`config.mk`:
```
export PLATFORM = sky130hd
export DESIGN_NAME = stopwatch_counter
export DESIGN_NICKNAME = d
export VERILOG_FILES = /design/src/rtl/stopwatch_pkg.sv /design/src/rtl/mod_n_digit.sv /design/src/rtl/stopwatch_counter.sv
export SDC_FILE = /design/constraint.sdc
export NUM_CORES = 1
export LEC_CHECK = 0
export ABC_AREA = 1
export ABC_CLOCK_PERIOD_IN_PS = 2780
export CAP_MARGIN = 20
export CORE_MARGIN = 10
export CORE_UTILIZATION = 32
export DETAILED_ROUTE_END_ITERATION = 8
export HOLD_SLACK_MARGIN = 0.03
export PLACE_DENSITY = 0.6
export SYNTH_ARGS = -nofsm -noshare
export SYNTH_HDL_FRONTEND = slang
export SYNTH_SLANG_ARGS = --single-unit
export TNS_END_PERCENT = 30
```
`constraint.sdc`:
```
create_clock -name CLK -period 2.78 [get_ports CLK]
set_input_delay 0.417 -clock CLK [delete_from_list [all_inputs] [get_ports CLK]]
set_output_delay 0.417 -clock CLK [all_outputs]
set_load 0.02 [all_outputs]
```
`src/rtl/stopwatch_pkg.sv`:
```
// ============================================================================
// Module      : stopwatch_pkg
// Description : Shared digit width, default moduli and helpers for the
//               stopwatch seconds counter.
// Revision    : 1.0 - initial release
// ============================================================================
`default_nettype none

package stopwatch_pkg;

  localparam int DIGIT_W      = 4;
  localparam int ONES_MOD_DEF = 10;
  localparam int TENS_MOD_DEF = 6;

  typedef logic [DIGIT_W-1:0] digit_t;

  // Saturate a loaded value to the digit's last legal value.
  function automatic digit_t clamp_digit(input digit_t v, input digit_t last);
    return (v > last) ? last : v;
  endfunction

endpackage

`default_nettype wire

```
`src/rtl/mod_n_digit.sv`:
```
// ============================================================================
// Module      : mod_n_digit
// Description : One modulo-MOD counting digit with optional parallel load and
//               terminal-count flag.
// Revision    : 1.0 - initial release
// ============================================================================
`default_nettype none

module mod_n_digit
  import stopwatch_pkg::*;
#(
  parameter int MOD = ONES_MOD_DEF
) (
  input  logic   clk,
  input  logic   rst,
  input  logic   active,
  input  logic   en,
  input  logic   load,
  input  digit_t load_val,
  output digit_t value,
  output logic   tc
);

  localparam digit_t LAST = digit_t'(MOD - 1);

  digit_t value_q;
  digit_t value_d;

  // An illegal value is scrubbed on any un-paused tick, even when this digit
  // is not being stepped, so a corrupted tens digit cannot linger.
  always_comb begin
    value_d = value_q;
    if (load) begin
      value_d = clamp_digit(load_val, LAST);
    end else if (active && (value_q > LAST)) begin
      value_d = '0;
    end else if (en) begin
      value_d = (value_q == LAST) ? '0 : value_q + digit_t'(1);
    end
  end

  always_ff @(posedge clk) begin
    if (rst) begin
      value_q <= '0;
    end else begin
      value_q <= value_d;
    end
  end

  assign value = value_q;
  assign tc    = (value_q == LAST);

endmodule

`default_nettype wire

```
`src/rtl/stopwatch_counter.sv`:
```
// ============================================================================
// Module      : stopwatch_counter
// Description : Two-digit cascaded seconds counter (mod-ONES_MOD ones feeding
//               mod-TENS_MOD tens) with pause and cascade carries.
//               Define STOPWATCH_COUNTER_LOAD_EN to add a parallel load port.
// Revision    : 1.0 - initial release
// ============================================================================
`default_nettype none

module stopwatch_counter
  import stopwatch_pkg::*;
#(
  parameter int ONES_MOD = ONES_MOD_DEF,
  parameter int TENS_MOD = TENS_MOD_DEF
) (
  input  logic               CLK,
  input  logic               RESET,
  input  logic               PAUSE,
`ifdef STOPWATCH_COUNTER_LOAD_EN
  input  logic               LOAD,
  input  logic [DIGIT_W-1:0] LOAD_ONES,
  input  logic [DIGIT_W-1:0] LOAD_TENS,
`endif
  output logic               CARRY10,
  output logic               CARRY6,
  output logic [DIGIT_W-1:0] ONES,
  output logic [DIGIT_W-1:0] TENS
);

  logic   load_en;
  digit_t load_ones;
  digit_t load_tens;
  logic   count_en;
  logic   ones_tc;
  logic   tens_tc;
  digit_t ones_val;
  digit_t tens_val;

`ifdef STOPWATCH_COUNTER_LOAD_EN
  assign load_en   = LOAD;
  assign load_ones = LOAD_ONES;
  assign load_tens = LOAD_TENS;
`else
  assign load_en   = 1'b0;
  assign load_ones = '0;
  assign load_tens = '0;
`endif

  assign count_en = !PAUSE;

  mod_n_digit #(
    .MOD      (ONES_MOD)
  ) u_ones (
    .clk      (CLK),
    .rst      (RESET),
    .active   (count_en),
    .en       (count_en),
    .load     (load_en),
    .load_val (load_ones),
    .value    (ones_val),
    .tc       (ones_tc)
  );

  mod_n_digit #(
    .MOD      (TENS_MOD)
  ) u_tens (
    .clk      (CLK),
    .rst      (RESET),
    .active   (count_en),
    .en       (count_en && ones_tc),
    .load     (load_en),
    .load_val (load_tens),
    .value    (tens_val),
    .tc       (tens_tc)
  );

  assign CARRY10 = count_en && ones_tc;
  assign CARRY6  = CARRY10 && tens_tc;
  assign ONES    = ones_val;
  assign TENS    = tens_val;

endmodule

`default_nettype wire

```
After elaboration in Yosys (flattened, before gate mapping)
Cells that the tools add are included.
{"block": "word_totals", "output_inout_bits": 10, "register_bits": 8}
{"block": "classes", "n_eq_ne": 2, "n_lt_le_gt_ge": 2, "mux": 2, "add_sub_neg": 2, "reduce_logical": 7}
{"op": "$add 4x1->4 const B", "count": 2}
{"op": "$mux 4", "count": 2}
{"op": "$eq 4x3->1 const B", "count": 1}
{"op": "$eq 4x4->1 const B", "count": 1}
{"op": "$gt 4x3->1 const B", "count": 1}
{"op": "$gt 4x4->1 const B", "count": 1}
{"op": "$logic_and 1x1->1", "count": 4}
{"op": "$reduce_or 2->1", "count": 2}
{"op": "$logic_not 1->1", "count": 1}

Longest topological paths before layout
Gate-level depths: netlist (run 1).
{"block": "logic_depth", "ltp_word": 3, "mapped_depth": 6, "ltp_nobuf": 6}

Cells and area by module
A second synthesis (run 1) with hierarchy kept.
{"block": "hier_totals", "cells_unflattened": 115, "hier_area_um2": 695.7}
{"module": "mod_n_digit at u_ones", "cells_per_inst": 54, "instances": 1, "area_each_um2": 347.8}
{"module": "mod_n_digit at u_tens", "cells_per_inst": 55, "instances": 1, "area_each_um2": 320.3}
{"module": "stopwatch_counter", "cells_per_inst": 6, "instances": 1, "area_each_um2": 27.5}

Least setup slack after synthesis (run 1)
Ideal clock, no wire load.
{"block": "synth_timing", "path_type": "reg-to-output", "from": "reg u_ones.value_q[3], in the netlist u_ones.value[3]", "to": "out CARRY6", "setup_slack_ns": 1.228, "t_arrival_ns": 1.135, "n_path_buf": 0, "stages_incl_launch_ff": 4, "path_cell_list": "dfxtp_1 nand3_2 nor2_4 and3_2"}
{"block": "synth_between", "elab_chain_cells": 3}
{"element": "start, declared", "line": "mod_n_digit.sv:26", "text": "digit_t value_q;"}
{"element": "start signal, assigned", "line": "mod_n_digit.sv:46", "text": "value_q <= value_d;"}
{"element": "$eq 4x4->1", "line": "mod_n_digit.sv:51", "text": "assign tc = (value_q == LAST);"}
{"element": "$logic_and 1x1->1", "line": "stopwatch_counter.sv:77", "text": "assign CARRY10 = count_en && ones_tc;"}
{"element": "via CARRY10", "line": "stopwatch_counter.sv:24", "text": "output logic CARRY10,"}
{"element": "$logic_and 1x1->1", "line": "stopwatch_counter.sv:78", "text": "assign CARRY6 = CARRY10 && tens_tc;"}
{"element": "end, declared", "line": "stopwatch_counter.sv:25", "text": "output logic CARRY6,"}
The timed path passes the listed nets, and every way through them passes these cells.

Worst setup path in the final report (run 1)
{"block": "layout_timing", "from": "in PAUSE", "to": "out CARRY6"}
{"block": "layout_between", "elab_chain_cells": 3}
{"element": "start, declared", "line": "stopwatch_counter.sv:18", "text": "input logic PAUSE,"}
{"element": "$logic_not 1->1", "line": "stopwatch_counter.sv:49", "text": "assign count_en = !PAUSE;"}
{"element": "$logic_and 1x1->1", "line": "stopwatch_counter.sv:77"}
{"element": "$logic_and 1x1->1", "line": "stopwatch_counter.sv:78"}
No other way between the ends.

==> results by group, run 1 <==
Worst setup path
  • Category of the worst setup path launch point: input pin
  • Worst R2R Start: u_ones.value[3]
  • Worst EP required: 2.36 ns
  • Setup Crit Path Kind: input pin to output pin
  • Minimum setup slack among reg-to-reg paths: 1.72 ns
  • Kind of capture point of the worst setup path: output pin
  • Highest net fanout along the worst path: 7
  • Arrival @ worst endpoint: 2.05 ns
  • Critical Path Source: PAUSE

Clock network
  • Clock root buffer: sky130_fd_sc_hd__clkbuf_4
  • Hold_buf cts: 0
  • Num CTS Buffers: 3
  • H-tree levels: 1
  • Source-to-sink clock delay at the later pin of the worst-skew pair: 0.26 ns
  • Clock Path Buffers: 2
  • Clock-pin slew on the worst setup and hold paths: 0.05 ns
  • Clk sinks: 8
  • Setup fix buffers added after clock tree synthesis: 0
  • TritonCTS clock tree: built
  • Number of resized instances in the post-cts repair step: 0

Floorplanning
  • Initial Utilization: 0.3579
  • Chip height: 56.19 um
  • Die X: 56.19 um
  • Core box area: 1171 um^2
  • Count of pins on the block boundary: 13
  • FP Rows: 12
  • Total die area: 3157 um^2

GRT
  • Pin count of the biggest net entering global routing: 9
  • GRT Overall Usage: 0.06455
  • First-pass GRT wire length: 1621 um
  • Overall overflow remaining after global route: 0
  • Via count of the first global-routing pass: 351
  • Initial antenna violation count: 0

Drt
  • Remaining antenna violation count: 0
  • Total via count in the routed design: 406
  • DRT iter0 DRCs: 6
  • Total Routed Length: 994 um
  • Metal3 WL: 75 um
  • Wire length per cell after detailed routing: 10.92 um
  • Routed met2 length: 424 um
  • Met1 Wirelength: 485 um
  • Total iterations of the first detailed-routing run: 4
  • Top sig layer: met4
  • Drt via density: 4.462
  • Remaining DRCs: 0

Outcome
  • Run status: finished clean

Logic synthesis
  • Dominant combinational cell family by area after synthesis: simple AND/OR/NAND/NOR gates
  • Share of synthesized area occupied by flip-flops and latches: 0.3821
  • Xor/xnor share of the synthesized area: 0
  • Area contributors post-synth: sky130_fd_sc_hd__dfxtp_1 (38%), sky130_fd_sc_hd__nand2_1 (13%), sky130_fd_sc_hd__nor2_1 (8.1%), sky130_fd_sc_hd__nor3_1 (7.2%), sky130_fd_sc_hd__inv_1 (7.2%)
  • Flops & latches, synth: 8
  • Yosys warning count: 0
  • Area share of the largest cell type after synthesis: 0.3821
  • Mean cell area of the mapped netlist: 6.761 um^2
  • Fraction of the mapped netlist area in simple logic gates: 0.4537
  • Total standard cell area after synthesis: 419.2 um^2
  • Area leader, netlist: sky130_fd_sc_hd__dfxtp_1
  • Multiplexer share of the synthesized area: 0
  • Unique masters post-synth: 15
  • Gate count after technology mapping: 62
  • Adder-cell share of the synthesized area: 0
  • Fraction of the mapped netlist area in compound gates: 0.08358
  • Nets in the synthesized netlist: 65

Power
  • Worst-case vdd ir drop: 0.2759 mV
  • PD cells: 401.0 nW/um^2
  • P_sw: 55.38 uW
  • Share of total power in sequential cells: 0.519
  • Internal power: 176.9 uW
  • Leakage power: 0.0002249 uW
  • Share of total power in combinational logic: 0.100
  • Switching share of total power: 0.2384
  • Clock power share: 0.381

Finish
  • Total Nets Final: 82
  • Commonest cells after routing, fill and taps aside: sky130_fd_sc_hd__nand2_1 (15), sky130_fd_sc_hd__clkdlybuf4s50_1 (12), sky130_fd_sc_hd__nor2_1 (9), sky130_fd_sc_hd__inv_1 (8), sky130_fd_sc_hd__dfxtp_1 (8)
  • Growth of design area from synthesis to finish: 38.21%
  • Summed area of non-filler cells in the final layout: 579.3 um^2
  • Proportion of layout cells with a drive suffix above 1: 0.1429
  • Count of antenna diodes in the layout: 0
  • Number of cells in the finished layout apart from fillers: 91
  • Commonest non-fill, non-tap cell in the layout: sky130_fd_sc_hd__nand2_1

Timing
  • Relative slew slack: 0.7900
  • Hold_ws: 0.5366 ns
  • Endpoints failing setup: 0
  • Final clock skew: 0.008087 ns
  • Worst-margin pin slew: 0.3144 ns
  • Final hold violation count: 0
  • Unrepaired setup endpoints after global routing: no
  • Crit path time final: 2.469 ns
  • Max Clk Rate: 404.9 MHz
  • Final count of pins violating max slew: 0
  • Final clock period utilization by the worst path: 0.8883
  • Fin Setup TNS: 0 ns

Place
  • Total placed cells including tap cells: 88
  • Post-detailed-placement cell area: 556.8 um^2
  • Detailed Place HPWL: 780.7 um
  • Final RePlAce weighted congestion: 0.7288
  • Count of input and output buffers: 12

Job
  • Number of max-cap violations: 0

Worst hold path
  • HP Class: flop to flop
  • Hold Path Origin: u_ones.value[2]
-- stage by stage --
| stage | worst slack (ns) | power, uW | utilization |
|---|---|---|---|
| detailed placement | 0.2850 | 146.4 | 0.4754 |
| floorplan | 1.228 | 135.5 | - |
| finish | 0.3105 | 232.3 | 0.4947 |
| CTS | 0.2853 | 237.1 | 0.4947 |
| global route | 0.2068 | 247.4 | 0.4947 |
| global placement | 0.2991 | 146.5 | 0.4754 |
-- power groups by stage --
stage	Combinational [uW]	Sequential (uW)	Clock, uW
global route	26.0	121	100
finish	23.2	120	88.6
global placement	23.8	123	0
CTS	23.6	120	93.1
floorplan	10.2	125	0
detailed placement	23.5	123	0
-- cells in the mapped netlist, drive strengths merged --
library cell   n
a21oi          3
nor3           6
nand3          7
inv            9
and3           1
nor2          11
o21ai          1
dfxtp          8
o21bai         1
nand2         15
-- cells by family after synthesis --
family                 Yosys count
AND/OR/NAND/NOR                 40
buffers and inverters            9
flip-flops                       8
AO/OA/AOI/OAI                    5
-- final timing paths --
path	endpoint	cells after the start
worst max-delay path	CARRY6	6
worst min-delay path	u_ones.value[2]	2
worst max register to register	u_tens.value[1]	5
worst min register to register	u_ones.value[2]	2
-- critical path, cell delays in order --
cell and delay [ns]:
sky130_fd_sc_hd__clkdlybuf4s50_1 0.47, sky130_fd_sc_hd__inv_2 0.12, sky130_fd_sc_hd__nand3_2 0.08, sky130_fd_sc_hd__nor2_4 0.17, sky130_fd_sc_hd__and3_2 0.19, sky130_fd_sc_hd__clkdlybuf4s50_1 0.60
-- registers in the layout, indices dropped and copies added (netlist names) --
| register | count |
|---|---|
| u_ones.value | 4 |
| u_tens.value | 4 |
-- final cells by class --
type	count	area (um^2)
Timing Repair Buffer	12	120.1
Tap cell	14	17.52
Sequential cell	8	160.2
Multi-Input combinational cell	45	225.2
Inverter	9	33.78
Fill cell	129	591.8
Clock buffer	3	22.52
-- metal layers --
layer | track usage | up-vias
met1 | 0.07550 | 165
met3 | 0.05011 | 2
li1 | - | 228
met2 | 0.09134 | 11
met4 | 0.01024 | 0
met5 | 0 | -
(Power assumes the default switching activity.)
==> run 2: changes to the inputs <==
--- a/config.mk
+++ b/config.mk
@@ -6,13 +6,14 @@
 export NUM_CORES = 1
 export LEC_CHECK = 0
 export ABC_AREA = 1
-export ABC_CLOCK_PERIOD_IN_PS = 2780
+export ABC_CLOCK_PERIOD_IN_PS = 2910
 export CAP_MARGIN = 20
 export CORE_MARGIN = 10
 export CORE_UTILIZATION = 32
 export DETAILED_ROUTE_END_ITERATION = 8
 export HOLD_SLACK_MARGIN = 0.03
 export PLACE_DENSITY = 0.6
+export REMOVE_ABC_BUFFERS = 1
 export SYNTH_ARGS = -nofsm -noshare
 export SYNTH_HDL_FRONTEND = slang
 export SYNTH_SLANG_ARGS = --single-unit
==> constraint.sdc (replaced) <==
create_clock -name CLK -period 2.91 [get_ports CLK]
set_input_delay 0.4365 -clock CLK [delete_from_list [all_inputs] [get_ports CLK]]
set_output_delay 0.4365 -clock CLK [all_outputs]
set_load 0.02 [all_outputs]
==> results of run 2 <==
Same layout as run 1 (identical final DEF). Status: finished clean.
Main changes from that run: setup slack after placement 0.2850 ns -> 0.3760 ns; setup slack after layout 0.3105 ns -> 0.4015 ns; register-to-register setup slack 1.72 ns -> 1.85 ns; total power 232.3 uW -> 221.9 uW; worst IR drop on VDD 0.2759 mV -> 0.2635 mV
==> run 3: changes to the inputs <==
--- a/config.mk
+++ b/config.mk
@@ -8,7 +8,7 @@
 export ABC_AREA = 1
 export ABC_CLOCK_PERIOD_IN_PS = 2910
 export CAP_MARGIN = 20
-export CORE_MARGIN = 10
+export CORE_MARGIN = 3
 export CORE_UTILIZATION = 32
 export DETAILED_ROUTE_END_ITERATION = 8
 export HOLD_SLACK_MARGIN = 0.03
==> run 3 against run 2 <==
Effect of this change: clock power fell by 0.7%; clock skew fell by 0.00064 ns; via count rose by 6.4%; wire length fell by 8.1%; cell count did not move; flip-flop and latch count did not move; first-iteration DRC count rose by 50%; worst setup slack got worse by 0.0099 ns; sequential share of layout area did not move; register-to-register slack improved by 0.02 ns; die area fell by 44%; global-route usage rose by 5.1 points; critical path type unchanged; highest routed layer is now met3.
==> results by group, run 3 (synthesis results as in run 1) <==
Finish
  • Total area of multi-input combinational cells: 225.2 um^2 (unchanged)
  • Number of inserted filler cells in the final layout: 120 (-7.0%)
  • Total Nets Final: 82 (unchanged)
  • Utilization after layout: 0.4947 (unchanged)
  • Count of antenna diodes in the layout: 0 (unchanged)
  • Number of cells in the finished layout apart from fillers: 91 (unchanged)
  • Proportion of layout cells with a drive suffix above 1: 0.1429 (unchanged)
  • Commonest cells after routing, fill and taps aside: sky130_fd_sc_hd__nand2_1 (15), sky130_fd_sc_hd__clkdlybuf4s50_1 (12), sky130_fd_sc_hd__nor2_1 (9), sky130_fd_sc_hd__inv_1 (8), sky130_fd_sc_hd__dfxtp_1 (8)
  • Sequential cell area: 160.2 um^2 (unchanged)
  • Growth of design area from synthesis to finish: 38.21% (unchanged)
  • Commonest non-fill, non-tap cell in the layout: sky130_fd_sc_hd__nand2_1

Clock network
  • H-tree levels: 1 (unchanged)
  • Clock Path Buffers: 2 (unchanged)
  • Hold_buf cts: 0 (unchanged)
  • Clk sinks: 8 (unchanged)
  • TritonCTS clock tree: built
  • Setup fix buffers added after clock tree synthesis: 0 (unchanged)
  • Number of resized instances in the post-cts repair step: 0 (unchanged)
  • Source-to-sink clock delay at the later pin of the worst-skew pair: 0.25 ns (about the same)
  • Clock root buffer: sky130_fd_sc_hd__clkbuf_4
  • Num CTS Buffers: 3 (unchanged)
  • Clock-pin slew on the worst setup and hold paths: 0.06 ns (about the same)

Floorplanning
  • Total die area: 1780 um^2 (-44%)
  • FP Rows: 12 (unchanged)
  • Chip height: 42.19 um (-25%)
  • Die X: 42.19 um (-25%)
  • Initial Utilization: 0.3579 (unchanged)
  • Count of pins on the block boundary: 13 (unchanged)
  • Core box area: 1171 um^2 (unchanged)

GRT
  • Initial antenna violation count: 0 (unchanged)
  • Pin count of the biggest net entering global routing: 9 (unchanged)
  • Overall overflow remaining after global route: 0 (unchanged)
  • GRT Overall Usage: 0.1156 (+0.05104)
  • Via count of the first global-routing pass: 360 (+2.6%)
  • First-pass GRT wire length: 1538 um (-5.1%)

Place
  • Total placed cells including tap cells: 88 (unchanged)
  • Count of input and output buffers: 12 (unchanged)
  • Pre-CTS setup slack: 0.3783 ns
  • Detailed Place HPWL: 701.5 um (-10%)
  • Final RePlAce weighted congestion: 0.7510 (+3.0%)

Timing
  • Unrepaired setup endpoints after global routing: no
  • Relative slew slack: 0.7614 (-0.02856)
  • Final count of pins violating max slew: 0 (unchanged)
  • Worst-margin pin slew: 0.3572 ns (+0.04275 ns)
  • Max Clk Rate: 397.1 MHz
  • Final clock skew: 0.007444 ns (-0.0006430 ns)
  • Final clock period utilization by the worst path: 0.8654
  • Fin Setup TNS: 0 ns (unchanged)
  • Endpoints failing setup: 0 (unchanged)
  • Final hold violation count: 0 (unchanged)
  • Worst setup margin: 0.3916 ns
  • Crit path time final: 2.518 ns

Worst setup path
  • Category of the worst setup path launch point: input pin
  • Arrival @ worst endpoint: 2.08 ns
  • Cell with the largest stage delay on the worst path: sky130_fd_sc_hd__clkdlybuf4s50_1
  • Largest delay contributor family on the critical path: buffers and inverters
  • Cell Chain, Critical Path: clkdlybuf4s50_1 > inv_2 > nand3_2 > nor2_4 > and3_2 > clkdlybuf4s50_1
  • Buffers plus inverters on the worst setup path: 3 (unchanged)
  • Worst EP required: 2.47 ns
  • Highest net fanout along the worst path: 7 (unchanged)
  • Setup Crit Path Kind: input pin to output pin
  • Worst reg2reg path endpoint: u_tens.value[1]
  • Slowest cell delay on critical path: 0.59 ns (about the same)
  • Worst R2R Start: u_ones.value[3]
  • Worst reg2reg path depth: 5 (unchanged)
  • Most Frequent Cell on Critical Path: sky130_fd_sc_hd__clkdlybuf4s50_1
  • Kind of capture point of the worst setup path: output pin
  • Minimum setup slack among reg-to-reg paths: 1.87 ns

Drt
  • Wire length per cell after detailed routing: 10.03 um (-8.1%)
  • Total iterations of the first detailed-routing run: 4 (unchanged)
  • Total Routed Length: 913 um (-8.1%)
  • Remaining DRCs: 0 (unchanged)
  • Drt via density: 4.747 (+6.4%)
  • Total via count in the routed design: 432 (+6.4%)
  • Remaining antenna violation count: 0 (unchanged)
  • DRT iter0 DRCs: 9 (+3)

Power
  • Internal power: 169.0 uW
  • Switching share of total power: 0.2372
  • PD cells: 382.4 nW/um^2
  • Overall power after layout: 221.5 uW
  • P_sw: 52.56 uW
  • Share of total power in sequential cells: 0.519 (about the same)
  • Share of total power in combinational logic: 0.102 (+0.002)
  • Clock power share: 0.380 (about the same)
  • Leakage power: 0.0002249 uW (unchanged)
  • Worst-case vdd ir drop: 0.1893 mV

Worst hold path
  • Number of cells on the worst hold path: 2 (unchanged)
  • HP Class: flop to flop
  • Worst Hold Path EP: u_tens.value[2]
  • Hold Path Origin: u_tens.value[2]

Job
  • Number of max-cap violations: 0 (unchanged)

Outcome
  • Run status: finished clean
## run 3: how the worst max path moves through the flow
stage	start	to	slack (ns)	depth (start not counted)
after floorplan	u_ones.value[3]	CARRY6	1.34	3
after global placement	PAUSE	CARRY6	0.40	6
after detailed placement	PAUSE	CARRY6	0.38	6
after CTS	PAUSE	CARRY6	0.38	6
after global routing	PAUSE	CARRY6	0.31	6
final	PAUSE	CARRY6	0.39	6
## run 3: layout make-up
cell class / instances / share of cell area
Timing Repair Buffer: 12 / 0.2073
Sequential cell: 8 / 0.2765
Clock buffer: 3 / 0.03888
Multi-Input combinational cell: 45 / 0.3888
Inverter: 9 / 0.05832
Tap cell: 14 / 0.03024
## run 3: tightest hold or removal path, stage by stage, from the launching register on
cell	delay [ns]
sky130_fd_sc_hd__dfxtp_1	0.35
sky130_fd_sc_hd__nand2_1	0.10
sky130_fd_sc_hd__a21oi_2	0.05
## run 3: power by group through the flow
stage          logic (uW)  registers (uW)  clock network (uW)
6_report             22.5             115                84.1
3_5_place_dp         22.4             117                   0
4_1_cts              22.5             115                89.4
3_3_place_gp         22.6             117                   0
2_1_floorplan        9.78             120                   0
5_1_grt              24.7             115                96.4
## run 3: layer usage
layer	up-vias	wire (um)	track usage
met5	-	0	0
met4	0	0	0.01863
met3	0	50	0.07725
met2	11	402	0.1581
met1	194	459	0.1517
li1	227	-	-
## run 3: metrics by stage
stage | cell area, um^2 | hold WS (ns)
2_1_floorplan | 419.2 | 0.5894
3_3_place_gp | 556.8 | 0.5265
3_5_place_dp | 556.8 | 0.5372
4_1_cts | 579.3 | 0.5449
5_1_grt | 579.3 | 0.5993
6_report | 579.3 | 0.5473
